$ cat config.mk
export PLATFORM = sky130hd
export DESIGN_NAME = adat_frame_encoder_flat
export DESIGN_NICKNAME = d
export VERILOG_FILES = /design/src/rtl/adat_frame_encoder_if.sv /design/src/rtl/adat_frame_encoder.sv /design/src/flat_wrapper.sv
export SDC_FILE = /design/constraint.sdc
export NUM_CORES = 1
export LEC_CHECK = 0
export CAP_MARGIN = 20
export CORE_MARGIN = 2
export CORE_UTILIZATION = 53
export DETAILED_ROUTE_END_ITERATION = 8
export GPL_ROUTABILITY_DRIVEN = 1
export PLACE_DENSITY = 0.84
export SYNTH_ARGS = -nofsm -noshare
export SYNTH_HDL_FRONTEND = slang
export SYNTH_SLANG_ARGS = --single-unit
$ cat constraint.sdc
create_clock -name clk_i -period 3.5 [get_ports clk_i]
set_clock_uncertainty 0.2 [all_clocks]
set_input_delay 0.7 -clock clk_i [delete_from_list [all_inputs] [get_ports clk_i]]
set_output_delay 0.7 -clock clk_i [all_outputs]
set_load 0.005 [all_outputs]
$ cat src/rtl/adat_frame_encoder_if.sv
// adat_frame_encoder_if: frame RAM read port, frame index, user nibble and line/status outputs of the ADAT encoder
interface adat_frame_encoder_if #(
    parameter int CIRC_BUF_BITS = 3
);
    logic                     ram_data_i;
    logic [CIRC_BUF_BITS-1:0] last_good_frame_idx_i;
    logic [3:0]               user_bits_i;
    logic [CIRC_BUF_BITS+7:0] ram_read_addr_o;
    logic                     adat_o;
    logic                     frame_start_o;
    logic                     active_o;
    logic                     underrun_o;
    logic [15:0]              drop_count_o;
    modport master (
        input  ram_data_i, last_good_frame_idx_i, user_bits_i,
        output ram_read_addr_o, adat_o, frame_start_o, active_o, underrun_o, drop_count_o
    );
    modport slave (
        output ram_data_i, last_good_frame_idx_i, user_bits_i,
        input  ram_read_addr_o, adat_o, frame_start_o, active_o, underrun_o, drop_count_o
    );
endinterface

$ cat src/rtl/adat_frame_encoder.sv
// adat_frame_encoder: bit-serial ADAT frame builder with NRZI line coding; ADAT_ENCODER_STATS_EN adds a saturating drop counter
module adat_frame_encoder #(
    parameter int CIRC_BUF_BITS = 3,
    parameter int SAMPLE_BITS   = 24,
    parameter int NUM_CHANNELS  = 8,
    parameter int MISS_LIMIT    = 5
) (
    input  logic                clk_i,
    input  logic                rst_i,
    adat_frame_encoder_if.master bus
);
    typedef enum logic {IDLE, DATA} state_t;
    state_t                   state, state_n;
    logic [CIRC_BUF_BITS-1:0] read_frame, read_frame_n;
    logic [2:0]               missed, missed_n;
    logic [7:0]               pos;
    logic [2:0]               ph, ph_n;
    logic [2:0]               ch;
    logic [4:0]               idx;
    logic [3:0]               user_q;
    logic                     mask_q, adat_q, underrun_q, underrun_n;
    logic                     last_pos, adv, avail, enc;

    assign last_pos = pos == 8'd255;
    assign adv      = (pos < 8'd239) && (ph != 3'd4);
    assign ph_n     = (last_pos || ph == 3'd4) ? 3'd0 : ph + 3'd1;
    assign avail    = bus.last_good_frame_idx_i != read_frame;

    // Frame decision state: mode, frame being replayed, consecutive misses, underrun pulse
    always_ff @(posedge clk_i) begin
        if (rst_i) begin
            state      <= IDLE;
            read_frame <= '0;
            missed     <= '0;
            underrun_q <= 1'b0;
        end else begin
            state      <= state_n;
            read_frame <= read_frame_n;
            missed     <= missed_n;
            underrun_q <= underrun_n;
        end
    end

    // Frame switch happens only at the last position; a miss in DATA replays the previous frame
    always_comb begin
        state_n      = state;
        read_frame_n = read_frame;
        missed_n     = missed;
        underrun_n   = 1'b0;
        if (last_pos && avail) begin
            state_n      = DATA;
            read_frame_n = bus.last_good_frame_idx_i;
            missed_n     = '0;
        end else if (last_pos && state == DATA) begin
            underrun_n = 1'b1;
            state_n    = (missed == 3'(MISS_LIMIT - 1)) ? IDLE : DATA;
            missed_n   = (missed == 3'(MISS_LIMIT - 1)) ? 3'd0 : missed + 3'd1;
        end
    end

    // Position/nibble phase, read address of the next data bit, its mask, user latch and NRZI line
    always_ff @(posedge clk_i) begin
        if (rst_i) begin
            pos    <= '0;
            ph     <= '0;
            ch     <= '0;
            idx    <= '0;
            mask_q <= 1'b0;
            user_q <= '0;
            adat_q <= 1'b0;
        end else begin
            pos    <= pos + 8'd1;
            ph     <= ph_n;
            if (last_pos)
                {ch, idx} <= '0;
            else if (adv)
                {ch, idx} <= (idx == 5'd23) ? {ch + 3'd1, 5'd0} : {ch, idx + 5'd1};
            mask_q <= ({1'b0, ch} < 4'(NUM_CHANNELS)) && ({1'b0, idx} < 6'(SAMPLE_BITS));
            if (pos == 8'd250)
                user_q <= bus.user_bits_i;
            adat_q <= adat_q ^ enc;
        end
    end

    // Bit to send at the current position: nibble sync '1', masked data, sync pattern, user nibble
    always_comb begin
        enc = 1'b0;
        enc = (pos < 8'd240) ? ((ph == 3'd0) | (state == DATA & mask_q & bus.ram_data_i)) :
              (pos == 8'd240 || pos == 8'd251) ? 1'b1 :
              (pos >= 8'd252) ? user_q[pos[1:0]] : 1'b0;
    end

    assign bus.ram_read_addr_o = {read_frame, ch, idx};
    assign bus.adat_o          = adat_q;
    assign bus.frame_start_o   = (pos == 8'd0) & ~rst_i;
    assign bus.active_o        = state == DATA;
    assign bus.underrun_o      = underrun_q;

`ifdef ADAT_ENCODER_STATS_EN
    logic [15:0] drop_q;
    // Saturating count of underruns, cleared only by reset
    always_ff @(posedge clk_i) begin
        if (rst_i)
            drop_q <= '0;
        else if (underrun_n && drop_q != 16'hFFFF)
            drop_q <= drop_q + 16'd1;
    end
    assign bus.drop_count_o = drop_q;
`else
    assign bus.drop_count_o = 16'h0000;
`endif
endmodule

$ cat src/flat_wrapper.sv
// flat-port wrapper written by rule: the top's interface ports become plain ports
module adat_frame_encoder_flat 
#(
    parameter int CIRC_BUF_BITS = 3,
    parameter int SAMPLE_BITS   = 24,
    parameter int NUM_CHANNELS  = 8,
    parameter int MISS_LIMIT    = 5
)
  (clk_i, rst_i, bus_ram_data_i, bus_last_good_frame_idx_i, bus_user_bits_i, bus_ram_read_addr_o, bus_adat_o, bus_frame_start_o, bus_active_o, bus_underrun_o, bus_drop_count_o);
  adat_frame_encoder_if #(.CIRC_BUF_BITS(CIRC_BUF_BITS)) bus_i ();
  input  logic clk_i;
  input  logic rst_i;
  input wire logic [$bits(bus_i.ram_data_i)-1:0] bus_ram_data_i;
  input wire logic [$bits(bus_i.last_good_frame_idx_i)-1:0] bus_last_good_frame_idx_i;
  input wire logic [$bits(bus_i.user_bits_i)-1:0] bus_user_bits_i;
  output wire logic [$bits(bus_i.ram_read_addr_o)-1:0] bus_ram_read_addr_o;
  output wire logic [$bits(bus_i.adat_o)-1:0] bus_adat_o;
  output wire logic [$bits(bus_i.frame_start_o)-1:0] bus_frame_start_o;
  output wire logic [$bits(bus_i.active_o)-1:0] bus_active_o;
  output wire logic [$bits(bus_i.underrun_o)-1:0] bus_underrun_o;
  output wire logic [$bits(bus_i.drop_count_o)-1:0] bus_drop_count_o;
  assign bus_i.ram_data_i = bus_ram_data_i;
  assign bus_i.last_good_frame_idx_i = bus_last_good_frame_idx_i;
  assign bus_i.user_bits_i = bus_user_bits_i;
  assign bus_ram_read_addr_o = bus_i.ram_read_addr_o;
  assign bus_adat_o = bus_i.adat_o;
  assign bus_frame_start_o = bus_i.frame_start_o;
  assign bus_active_o = bus_i.active_o;
  assign bus_underrun_o = bus_i.underrun_o;
  assign bus_drop_count_o = bus_i.drop_count_o;
  adat_frame_encoder #(.CIRC_BUF_BITS(CIRC_BUF_BITS), .SAMPLE_BITS(SAMPLE_BITS), .NUM_CHANNELS(NUM_CHANNELS), .MISS_LIMIT(MISS_LIMIT)) u_core (.clk_i(clk_i), .rst_i(rst_i), .bus(bus_i));
endmodule
==> metrics.csv, run 1 <==
stage;metric;value;unit
synth;synth_area;0.00172;sq mm
routing;ant_nets;0;
synth;ys_ff_latch;33;
clocking;clk_pin_slew;0.09;ns
job;max_cap_violations;0;
timing;setup_tns;0;ns
clocking;clkLatencyLatePin;0.34;ns
pwr;powerDensity;361;mW/mm^2
die;die_area;0.00371;sq mm
die;die_h;60.9;um
synth;synth_cell_types;38;
worst_hold_path;holdPathEnd;u_core.missed[1]$_SDFFE_PP0P_;
routing;vias;1345;
synth;ys_warn_count;0;
clocking;cts-buffers-inserted;5;
die;core.rowCount;20;
routing;drc;0;
global_route;grt_usage;0.187;
critical_path;reg2regPathDepth;5;
timing;rsz0062_at_grt;no;
global_route;grt_pass1_wl;5020;um
cells_and_area;drive_gt1_frac;0.0688;
timing;max_freq;351;MHz
worst_hold_path;holdPathStages;2;
global_route;grt.overflow.total;0;
worst_hold_path;hold_path_class;flop to flop;
timing;fin_crit;2.85;ns
global_route;antenna_found_initial;0;
critical_path;rr_endpoint;u_core.idx[4]$_SDFFE_PP0P_;
clocking;h-tree-depth;2;
critical_path;worstReg2RegStart;u_core.pos[0]$_SDFF_PP0_;
cells_and_area;syn_to_final_growth;16.2;%
synth;synth_top_flop_cell;dfxtp_1;
synth;synthArstFlopShare;0;
outcome;outcome;finished clean;
placed_design;placed_cell_area;0.00193;sq mm
timing;timing.final.crit_share;0.814;
placed_design;dpl.hpwl;2260;um
timing;maxSlewHeadroom;0.596;
synth;seq_area_frac_synth;0.385;
synth;synth_area_per_cell;8.95;sq um
synth;synth_edf_count;0;
routing;via_per_inst;5.13;
cells_and_area;fin_area;0.00200;sq mm
critical_path;cp_max_fo;5;
clocking;cts_buffer_depth;2;
die;initial_core_util;0.558;
die;dieWidth;60.9;um
clocking;ctsHoldBuffers;0;
synth;syn_inst;192;
critical_path;critPathArrivalTime;1.95;ns
routing;wirelength;3100;um
critical_path;start_kind;input port;
cells_and_area;finish.net_count;236;
timing;slew_violations;0;
pwr;p_leak;0.781;nW
critical_path;crit_type;input port to output pin;
clocking;ctsResizeCount;0;
routing;wl_per_cell;11.8;um
global_route;grt_max_degree;21;
routing;firstDrtPassIters;4;
clocking;root_buffer;clkbuf_4;
cells_and_area;antenna_cells;0;
global_route;grt_pass1_vias;1199;
timing;tightest_slew;0.600;ns
pwr;peakVddDrop;0.293;mV
placed_design;numPortBuffers;24;
critical_path;cp-end-kind;output pin;
critical_path;r2r_slack;1.53;ns
clocking;cts_tree;yes;
timing;hold_viol;0;
clocking;postCtsSetupBuffers;0;
routing;drtIter0Drc;28;
worst_hold_path;min_from;u_core.missed[1]$_SDFFE_PP0P_;
clocking;clock-sinks;33;
die;core;0.00308;sq mm
timing;final-setup-viol-count;0;
placed_design;gp_congestion;0.774;
die;ios;41;
critical_path;cp.required;2.60;ns
-- critical path: stages --
cell	delay, ns
clkdlybuf4s50_1	0.42
inv_1	0.15
and4_1	0.19
clkdlybuf4s50_1	0.49
-- stage by stage --
step / setup WS (ns) / utilization / instances / hold slack, ns / power (mW)
floorplan: 1.64 / - / 207 / 0.249 / 0.464
detailed placement: 0.649 / 0.626 / 254 / 0.266 / 0.489
CTS: 0.641 / 0.649 / 262 / 0.280 / 0.729
global placement: 0.668 / 0.626 / 254 / 0.263 / 0.486
global route: 0.588 / 0.649 / 262 / 0.307 / 0.756
finish: 0.649 / 0.649 / 262 / 0.278 / 0.720
-- synth_stat cells (2+ instances only) --
cell,count,share of area
dfxtp_1,33,0.38
nor2_1,23,0.050
buf_4,17,0.074
a21oi_1,11,0.032
nand2_1,11,0.024
xor2_1,10,0.051
ha_1,9,0.066
inv_1,8,0.017
and3_1,7,0.025
nand3_1,7,0.020
mux2i_1,6,0.035
o21ai_0,6,0.017
o211ai_1,4,0.017
xnor2_1,4,0.020
buf_2,3,0.0087
nand4_1,3,0.011
nor3_1,3,0.0087
o31ai_1,3,0.013
a31oi_1,2,0.0073
clkbuf_1,2,0.0044
nand2b_1,2,0.0073
o2111ai_1,2,0.010
-- worst max path at each step --
stage | slack, ns | to | startpoint | depth (start not counted)
finish | 0.65 | bus_frame_start_o | rst_i | 4
global route | 0.59 | bus_frame_start_o | rst_i | 4
CTS | 0.64 | bus_frame_start_o | rst_i | 4
detailed placement | 0.65 | bus_frame_start_o | rst_i | 4
global placement | 0.67 | bus_frame_start_o | rst_i | 4
floorplan | 1.64 | bus_frame_start_o | rst_i | 2
-- sequential cells by signal, summed over array words and instances, names as in the netlist --
name / count
u_core.pos: 8
u_core.idx: 5
u_core.user_q: 4
u_core.ch: 3
u_core.missed: 3
u_core.ph: 3
u_core.read_frame: 3
u_core.bus.active_o: 1
u_core.bus.adat_o: 1
u_core.bus.underrun_o: 1
u_core.mask_q: 1
-- area by class of cell --
class,count,area [sq um]
sequential,33,661
multi-input combinational,144,933
fill,269,1080
clock buffer,7,65.1
clock inverter,1,5.00
tap,44,55.1
inverter,8,30.0
timing repair buffer,25,248
-- routing by layer --
layer | share of wire | GRT usage | vias to the layer above | routed length, um
met3 | 0.042 | 0.0512 | 8 | 130
met5 | 0 | 0 | - | 0
li1 | - | - | 686 | -
met4 | 0.022 | 0.102 | 0 | 69
met1 | 0.45 | 0.218 | 615 | 1400
met2 | 0.49 | 0.309 | 36 | 1500
-- kinds of logic (layout without fill, tap and decap cells) --
logic type,after synthesis,after routing,share of synthesized area
compound gates,30,30,0.106
xor+xnor,14,14,0.0714
fa+ha+maj,9,9,0.0656
buf+inv,30,41,0.105
flops,33,33,0.385
mux,7,7,0.0481
other cells,1,16,0.00218
simple gates,68,68,0.218
-- cell usage in the layout (no fill, tap or decap), types with 2 or more instances in the layout --
| master | n |
|---|---|
| dfxtp_1 | 33 |
| clkdlybuf4s50_1 | 24 |
| nor2_1 | 23 |
| conb_1 | 16 |
| nand2_1 | 11 |
| a21oi_1 | 11 |
| xor2_1 | 10 |
| ha_1 | 9 |
| inv_1 | 8 |
| nand3_1 | 7 |
| and3_1 | 7 |
| o21ai_0 | 6 |
| mux2i_1 | 6 |
| clkbuf_4 | 5 |
| o211ai_1 | 4 |
| xnor2_1 | 4 |
| nor3_1 | 3 |
| o31ai_1 | 3 |
| nand4_1 | 3 |
| a31oi_1 | 2 |
| nand2b_1 | 2 |
| o2111ai_1 | 2 |
| clkbuf_8 | 2 |
-- report_power, final --
group / internal [mW] / total, mW / switching, mW
registers: 0.388 / 0.402 / 0.0137
clock network: 0.116 / 0.240 / 0.124
logic: 0.0414 / 0.0782 / 0.0368
total: 0.546 / 0.720 / 0.174
No activity file was read; power rests on OpenSTA's default activity.
==> run 2, diff against run 1 <==
--- a/config.mk
+++ b/config.mk
@@ -7,10 +7,10 @@
 export LEC_CHECK = 0
 export CAP_MARGIN = 20
 export CORE_MARGIN = 2
-export CORE_UTILIZATION = 53
+export CORE_UTILIZATION = 49
 export DETAILED_ROUTE_END_ITERATION = 8
 export GPL_ROUTABILITY_DRIVEN = 1
-export PLACE_DENSITY = 0.84
+export PLACE_DENSITY = 0.79
 export SYNTH_ARGS = -nofsm -noshare
 export SYNTH_HDL_FRONTEND = slang
 export SYNTH_SLANG_ARGS = --single-unit
==> constraint.sdc (replaced) <==
create_clock -name clk_i -period 2.7 [get_ports clk_i]
set_clock_uncertainty 0.2 [all_clocks]
set_input_delay 0.54 -clock clk_i [delete_from_list [all_inputs] [get_ports clk_i]]
set_output_delay 0.54 -clock clk_i [all_outputs]
set_load 0.005 [all_outputs]
==> run 2 against run 1 <==
  * Register-to-register slack lost 0.86 ns
  * Core utilization shrank 5.8 points
  * First-iteration DRC count grew 61%
  * Flip-flop and latch count is the same
  * Critical path depth shrank 1
  * Clock power grew 9.2%
  * Final area shrank 0.56%
  * Total power grew 23%
==> metrics.csv, run 2 (same netlist as run 1, synthesis figures left out) <==
stage;metric;value;unit
outcome;outcome;finished clean;
routing;drtIter0Drc;45;
pwr;p_leak;0.771;nW
critical_path;rr_endpoint;u_core.idx[2]$_SDFFE_PP0P_;
die;die_h;63.2;um
cells_and_area;layout.cells.most_common;dfxtp_1;
critical_path;crit_end;bus_frame_start_o;
clocking;h-tree-depth;2;
clocking;root_buffer;clkbuf_4;
cells_and_area;fin_area;0.00199;sq mm
global_route;grt_pass1_vias;1170;
routing;via_per_inst;5.03;
routing;drc;0;
cells_and_area;finish.net_count;237;
die;core;0.00336;sq mm
placed_design;dp.cells;257;
cells_and_area;final_cell_mix;dfxtp_1, clkdlybuf4s50_1, nor2_1, conb_1;
cells_and_area;layout.cells.non_filler;265;
timing;setup_tns;0;ns
clocking;postCtsSetupBuffers;0;
clocking;cts_buffer_depth;2;
placed_design;numPortBuffers;24;
timing;timing.final.crit_share;0.955;
critical_path;crit_type;flop to output pin;
timing;slew_violations;0;
clocking;clkLatencyLatePin;0.34;ns
critical_path;critPathArrivalTime;1.84;ns
timing;fin_crit;2.58;ns
placed_design;dpl.hpwl;2250;um
timing;maxSlewHeadroom;0.527;
routing;firstDrtPassIters;4;
cells_and_area;syn_to_final_growth;15.6;%
cells_and_area;reg.largest.list;u_core.pos (8), u_core.idx (5), u_core.user_q (4);
clocking;ctsHoldBuffers;0;
critical_path;start_kind;flop;
worst_hold_path;hold_path_class;flop to flop;
timing;final-setup-viol-count;0;
clocking;cts-buffers-inserted;5;
global_route;grt_usage;0.169;
timing;whs;0.279;ns
clocking;ctsResizeCount;0;
die;ios;41;
critical_path;worstSetupStartpoint;u_core.pos[2]$_SDFF_PP0_;
routing;wirelength;3030;um
cells_and_area;drive_gt1_frac;0.0594;
global_route;antenna_found_initial;0;
routing;vias;1333;
cells_and_area;antenna_cells;0;
critical_path;worstReg2RegStart;u_core.pos[0]$_SDFF_PP0_;
timing;max_freq;388;MHz
critical_path;r2r_slack;0.67;ns
placed_design;placed_cell_area;0.00194;sq mm
clocking;clock-sinks;33;
placed_design;gp_congestion;0.746;
routing;ant_nets;0;
die;die_area;0.00400;sq mm
cells_and_area;largest_reg_flops;8;
critical_path;reg2regPathDepth;4;
cells_and_area;fin_util;0.590;
global_route;grt.overflow.total;0;
pwr;powerDensity;446;mW/mm^2
job;max_cap_violations;0;
critical_path;cp.required;1.96;ns
cells_and_area;regMostFlops;u_core.pos;
timing;hold_viol;0;
global_route;grt_pass1_wl;5190;um
die;dieWidth;63.2;um
clocking;cts_tree;yes;
die;initial_core_util;0.511;
clocking;clk_pin_slew;0.10;ns
die;core.rowCount;21;
timing;rsz0062_at_grt;no;
critical_path;cp-end-kind;output pin;
routing;wl_per_cell;11.4;um
global_route;grt_max_degree;21;
timing;tightest_slew;0.702;ns
critical_path;cp_max_fo;11;
pwr;peakVddDrop;0.312;mV
-- run 2: changes by cell type in the layout (fill, tap and decap cells not counted) --
cell | previous run | this run
clkinv_2 | 1 | 0
buf_4 | 1 | 2
clkbuf_8 | 2 | 0
clkbuf_1 | 0 | 3
-- run 2: metrics by stage --
stage | total power [mW] | setup WS [ns]
after floorplan | 0.602 | 0.944
after detailed placement | 0.635 | 0.198
final | 0.885 | 0.120
after CTS | 0.899 | 0.111
after global placement | 0.631 | 0.193
after global routing | 0.940 | 0.00795
-- run 2: cell type report --
| class | instances | area (sq um) |
|---|---|---|
| Fill cell | 318 | 1380 |
| Multi-Input combinational cell | 144 | 933 |
| Sequential cell | 33 | 661 |
| Timing Repair Buffer | 26 | 255 |
| Tap cell | 46 | 57.6 |
| Clock buffer | 8 | 48.8 |
| Inverter | 8 | 30.0 |
-- run 2: worst min-delay path by stage --
| stage | startpoint | endpoint | slack [ns] | depth (start not counted) |
|---|---|---|---|---|
| 6_report | u_core.missed[1]$_SDFFE_PP0P_ | u_core.missed[1]$_SDFFE_PP0P_ | 0.28 | 2 |
| 5_1_grt | u_core.missed[1]$_SDFFE_PP0P_ | u_core.missed[1]$_SDFFE_PP0P_ | 0.30 | 2 |
| 4_1_cts | u_core.missed[1]$_SDFFE_PP0P_ | u_core.missed[1]$_SDFFE_PP0P_ | 0.28 | 2 |
| 3_5_place_dp | u_core.missed[1]$_SDFFE_PP0P_ | u_core.missed[1]$_SDFFE_PP0P_ | 0.27 | 2 |
| 3_3_place_gp | u_core.missed[1]$_SDFFE_PP0P_ | u_core.missed[1]$_SDFFE_PP0P_ | 0.26 | 2 |
| 2_1_floorplan | u_core.missed[1]$_SDFFE_PP0P_ | u_core.missed[1]$_SDFFE_PP0P_ | 0.25 | 2 |
-- run 2: where the power goes --
part | internal [mW] | total (mW) | switching [mW] | leakage [nW]
combinational | 0.0548 | 0.102 | 0.0473 | 0.476
sequential | 0.503 | 0.521 | 0.0183 | 0.268
clock | 0.104 | 0.262 | 0.158 | 0.0265
-- run 2: worst max-delay path: stages (launching register included) --
cell,delay (ns)
dfxtp_1,0.45
nor4_1,0.31
and4_1,0.24
clkdlybuf4s50_1,0.50
-- run 2: metal layers --
| layer | GRT usage | routed length (um) |
|---|---|---|
| met5 | 0 | 0 |
| met4 | 0.0707 | 45 |
| met3 | 0.0679 | 179 |
| met2 | 0.274 | 1440 |
| met1 | 0.200 | 1370 |
